`src/rtl/alu_result_drain.sv`:
```
// Downstream end of the ALU result path: buffers 64-bit results in a small FIFO and replays them
// onto the 32-bit register-file write bus (LO then HI for MUL/DIV), owning the HI/LO and zero flag.
module alu_result_drain #(
    parameter int DEPTH  = 2,
    parameter int DEST_W = 4
) (
    input  logic              clk,
    input  logic              rst_n,
    input  logic              flush,
    input  logic              in_valid,
    output logic              in_ready,
    input  logic [63:0]       in_result,
    input  logic [3:0]        in_op,
    input  logic [DEST_W-1:0] in_dest,
    output logic              out_valid,
    input  logic              out_ready,
    output logic [31:0]       out_data,
    output logic [DEST_W-1:0] out_dest,
    output logic              out_sel,
    output logic [31:0]       hi_q,
    output logic [31:0]       lo_q,
    output logic              zero_q,
    output logic              busy
);

    localparam int PTR_W = $clog2(DEPTH);
    localparam int CNT_W = $clog2(DEPTH + 1);
    localparam logic [3:0] OP_MUL = 4'b0101;
    localparam logic [3:0] OP_DIV = 4'b0110;

    typedef struct packed {
        logic [63:0]       result;
        logic [3:0]        op;
        logic [DEST_W-1:0] dest;
    } entry_t;

    typedef enum logic [1:0] {IDLE, BEAT_LO, BEAT_HI} state_t;

    entry_t             mem [DEPTH];
    entry_t             head;
    logic [PTR_W-1:0]   wr_ptr, rd_ptr;
    logic [CNT_W-1:0]   count, count_next;
    state_t             state, state_next;
    logic               head_wide;
    logic               push, fire, pop;

    assign head      = mem[rd_ptr];
    assign head_wide = (head.op == OP_MUL) || (head.op == OP_DIV);

    // Gating with rst_n keeps upstream stalled for the whole time reset is held.
    assign in_ready  = rst_n && (count != CNT_W'(DEPTH));
    assign busy      = (count != '0);
    assign out_valid = (state != IDLE);
    assign out_sel   = (state == BEAT_HI);
    assign out_data  = out_sel ? head.result[63:32] : head.result[31:0];
    assign out_dest  = head.dest;

    // Flush swallows any same-cycle push or write-bus handshake.
    assign push = in_valid && in_ready && !flush;
    assign fire = out_valid && out_ready && !flush;
    assign pop  = fire && (out_sel || !head_wide);

    // NOTE: every always_comb output gets a default first so no path leaves it unassigned (no latch).
    always_comb begin
        count_next = count;
        if (flush)
            count_next = '0;
        else if (push && !pop)
            count_next = count + 1'b1;
        else if (pop && !push)
            count_next = count - 1'b1;
    end

    always_comb begin
        state_next = state;
        case (state)
            IDLE:    if (count_next != '0) state_next = BEAT_LO;
            BEAT_LO: if (fire) begin
                         if (head_wide)
                             state_next = BEAT_HI;
                         else
                             state_next = (count_next != '0) ? BEAT_LO : IDLE;
                     end
            BEAT_HI: if (fire) state_next = (count_next != '0) ? BEAT_LO : IDLE;
            default: state_next = IDLE;
        endcase
        if (flush)
            state_next = IDLE;
    end

    // NOTE: sequential state uses non-blocking assignments so every flop samples pre-edge values.
    always_ff @(posedge clk or negedge rst_n) begin
        if (!rst_n) begin
            state  <= IDLE;
            count  <= '0;
            wr_ptr <= '0;
            rd_ptr <= '0;
        end else begin
            state <= state_next;
            count <= count_next;
            if (flush) begin
                wr_ptr <= '0;
                rd_ptr <= '0;
            end else begin
                if (push) wr_ptr <= wr_ptr + 1'b1;
                if (pop)  rd_ptr <= rd_ptr + 1'b1;
            end
        end
    end

    // NOTE: the storage array has no reset; count/pointers decide validity, so stale data is never seen.
    always_ff @(posedge clk) begin
        if (push)
            mem[wr_ptr] <= '{result: in_result, op: in_op, dest: in_dest};
    end

    // HI and LO are written together on the HI handshake only, so they never disagree.
    always_ff @(posedge clk or negedge rst_n) begin
        if (!rst_n) begin
            hi_q   <= '0;
            lo_q   <= '0;
            zero_q <= 1'b0;
        end else begin
            if (fire && out_sel) begin
                hi_q <= head.result[63:32];
                lo_q <= head.result[31:0];
            end
            if (pop)
                zero_q <= (head.result == 64'd0);
        end
    end

endmodule

```
`config.mk`:
```
export PLATFORM = sky130hd
export DESIGN_NAME = alu_result_drain
export DESIGN_NICKNAME = d
export VERILOG_FILES = /design/src/rtl/alu_result_drain.sv
export SDC_FILE = /design/constraint.sdc
export NUM_CORES = 1
export LEC_CHECK = 0
export CAP_MARGIN = 5
export CORE_ASPECT_RATIO = 0.75
export CORE_MARGIN = 2
export CORE_UTILIZATION = 35
export DETAILED_ROUTE_END_ITERATION = 16
export PLACE_DENSITY = 0.63
export SETUP_SLACK_MARGIN = 0.2
export SYNTH_ARGS = -nofsm -noshare
export SYNTH_HDL_FRONTEND = slang
export SYNTH_SLANG_ARGS = --single-unit
```
`constraint.sdc`:
```
create_clock -name clk -period 15.8 [get_ports clk]
set_clock_uncertainty 0.15 [all_clocks]
set_input_delay 1.58 -clock clk [delete_from_list [all_inputs] [get_ports clk]]
set_output_delay 1.58 -clock clk [all_outputs]
set_load 0.01 [all_outputs]
```
==> impl_results.md <==
- R2R cell count: 6
- Largest net degree at the start of global routing: 77
- Vias in the first global route: 5694
- Hold_buf cts: 0
- IO Port Bufs: 181
- RSZ-0062 raised after global routing: false
- Pre-CTS WS: 10.97 ns
- Final Cell Area: about 0.012 mm2
- Grt total ovfl: 0
- Worst path required time: 14.07 ns
- Worst-path maximum fanout: 50
- Max VDD drop: about 0.077 mV
- Worst Hold Launch: lo_q[0]$_DFFE_PN0P_
- Die Y: 142.7 um
- Status: completed
- Highest clock rate: 205.6 MHz
- Initial antenna violation count: 0
- Die X: 188.9 um
- Syn Nets: 661
- Cell area after synthesis: roughly 0.009 mm2
- Crit end category: output port
- Final Hold Fails: 0
- Site Rows: 50
- Reg area: between 0.006 and 0.007 mm2
- Clock slew at reported path FFs: 0.06 ns
- Final WS setup: 10.94 ns
- DRT Pass-1 Iters: 5
- Setup tns final: 0 ns
- Power Dens Cells: around 120 mW/mm2
- Global-route wire length before repair: 35540 um
- Predominant post-synthesis flop cell: edfxtp_1
- Vias: 5700
- Core area: 0.02509 mm2
- Die area: 0.02695 mm2
- Area of the multi-input gates: 0.002670 mm2
- Layout fillers: 2163
- Final nets: 840
- DP Area: roughly 0.011 mm2
- DRC: 0
- Worst-Skew Late Latency: 0.50 ns
- Max Slew Vio Count: 0
- Post-CTS sizing: 0
- Slew headroom: 32.08%
- Yosys warns: 0
- # diodes: 0
- Post-Route WL: ~24000 um
- Min Tclk post-route: about 4.9 ns
- Final Wtd Congestion: between 0.7 and 0.8
- I/O Pins: 182
- Initial core utilization: approximately 36%
- CP Launch Type: flop
- Hold crit path type: flop to flop
- Max-cap violation count: 0
- Share of post-route cells with drive strength above 1: about an eighth
- Syn Inst Count: a little under 600
- H-tree Lvls: 1
- CTS Buffer Depth: 3
- Worst-Margin Slew: about 1.0 ns
- Post-synth ARST share: 33.02%
- Finish-stage setup viols: 0
- P&R area growth vs syn: 32.46%
- Register area share after synthesis: between 60% and 70%
- EDFF count, synth: around 140
- Post-CTS Setup Inserts: 0
- First DRT Iteration DRCs: about 540
- Flops & latches, synth: 215
- Average wire per standard cell: 21.38 um
- Pwr Total: 1454 uW
- Post-DP HPWL: 16620 um
- Lkg Pwr: 0.004105 uW
- Crit Path Class: flop to output port
- Overall track demand over capacity in global routing: 17.61%
- Worst reg2reg setup slack: 12.80 ns
- Clock tree sinks: about 220
- Arr. time, crit path: 3.13 ns
- R2r endpoint: state[0]$_DFFE_PN0P_
- Root Buffer: clkbuf_16
- Post-Syn Area per Cell: around 15 um2
- Worst flop-to-flop path startpoint: state[0]$_DFFE_PN0P_
- CTS Buf Count: 22
- Final worst path period share: 30.78%
- Worst setup path endpoint: out_data[18]
- Worst setup startpoint: rd_ptr$_DFFE_PN0P_
- TritonCTS clock tree: yes
- Post-DRT Antenna Nets: 0
- Vias per inst: a little over 5
- Synth unique cells: 40
-- flip-flops by register name, indices dropped and copies added (netlist names) --
| signal | flops |
|---|---|
| zero_q | 1 |
| lo_q | 32 |
| wr_ptr | 1 |
| mem | 144 |
| state | 2 |
| rd_ptr | 1 |
| hi_q | 32 |
| count | 2 |
-- cells in the final DEF, fill, tap and decap left out, drive strengths merged, types with 3 or more instances in the layout --
master,netlist,routed
clkdlybuf4s50,0,180
edfxtp,144,144
dfrtp,71,71
nor2,70,70
a21oi,67,67
mux2i,66,66
nor4,35,35
mux4,32,32
clkbuf,0,27
buf,35,10
nand4,8,8
clkinv,1,8
mux2,7,7
nand2,6,6
bufinv,0,5
inv,4,4
xnor2,4,4
nor3,3,3
-- worst max-delay path, cell delays in order, from the launching register on --
cell	delay, ns
dfrtp_4	0.68
buf_4	0.73
mux4_2	0.65
clkdlybuf4s50_1	0.50
-- cells in the mapped netlist (all sizes together) (3+ instances only) --
| master | instances | area (um2) |
|---|---|---|
| a21oi | 67 | 335.3 |
| buf | 35 | 196.4 |
| dfrtp | 71 | 1777 |
| edfxtp | 144 | 4324 |
| inv | 4 | 15.01 |
| mux2 | 7 | 78.83 |
| mux2i | 66 | 660.6 |
| mux4 | 32 | 720.7 |
| nand2 | 6 | 22.52 |
| nand4 | 8 | 50.05 |
| nor2 | 70 | 262.8 |
| nor3 | 3 | 15.01 |
| nor4 | 35 | 219.0 |
| xnor2 | 4 | 35.03 |
-- metrics by stage --
stage / std cells / hold slack, ns / util (%)
after CTS: 1115 / 0.3831 / 47.38
after global placement: 1075 / 0.3588 / 44.22
after floorplan: 582 / 0.3745 / -
after detailed placement: 1075 / 0.3696 / 44.22
after global routing: 1115 / 0.4095 / 47.38
final: 1115 / 0.3783 / 47.38
-- kinds of logic after synthesis --
kind of cell	after synthesis	synth area share [%]
multiplexers	105	16.27
adder cells (fa/ha/maj)	2	0.2789
buffers and inverters	40	2.398
AND/OR/NAND/NOR	140	8.060
flip-flops	215	68.00
XOR/XNOR	5	0.4881
AO/OA/AOI/OAI	75	4.504
-- metal layers --
layer  up-vias  wire length (um)  track usage (%)
met5         -                 0                0
met1      2833             11330            27.55
met4         0               290            2.796
met2       241             10220            25.29
met3        22              1997            3.957
li1       2604                 -                -
-- worst min-delay path by stage --
stage | to | depth (start not counted)
final | lo_q[0]$_DFFE_PN0P_ | 2
after floorplan | wr_ptr$_DFFE_PN0P_ | 2
after CTS | lo_q[0]$_DFFE_PN0P_ | 2
after global routing | lo_q[16]$_DFFE_PN0P_ | 2
after global placement | lo_q[30]$_DFFE_PN0P_ | 2
after detailed placement | lo_q[0]$_DFFE_PN0P_ | 2
-- area by class of cell --
type                    instances  share of cell area, %
well taps                     338                  3.558
clock inverters                13                  1.611
inverters                       5                 0.1579
flip-flops and latches        215                  51.36
multi-input cells             327                  22.47
repair buffers                190                  15.79
clock buffers                  27                  5.053
-- power by group --
part	internal, uW	switching [uW]
clock network	352	213
registers	642	29.8
logic	124	93.7
(Power assumes the default switching activity.)
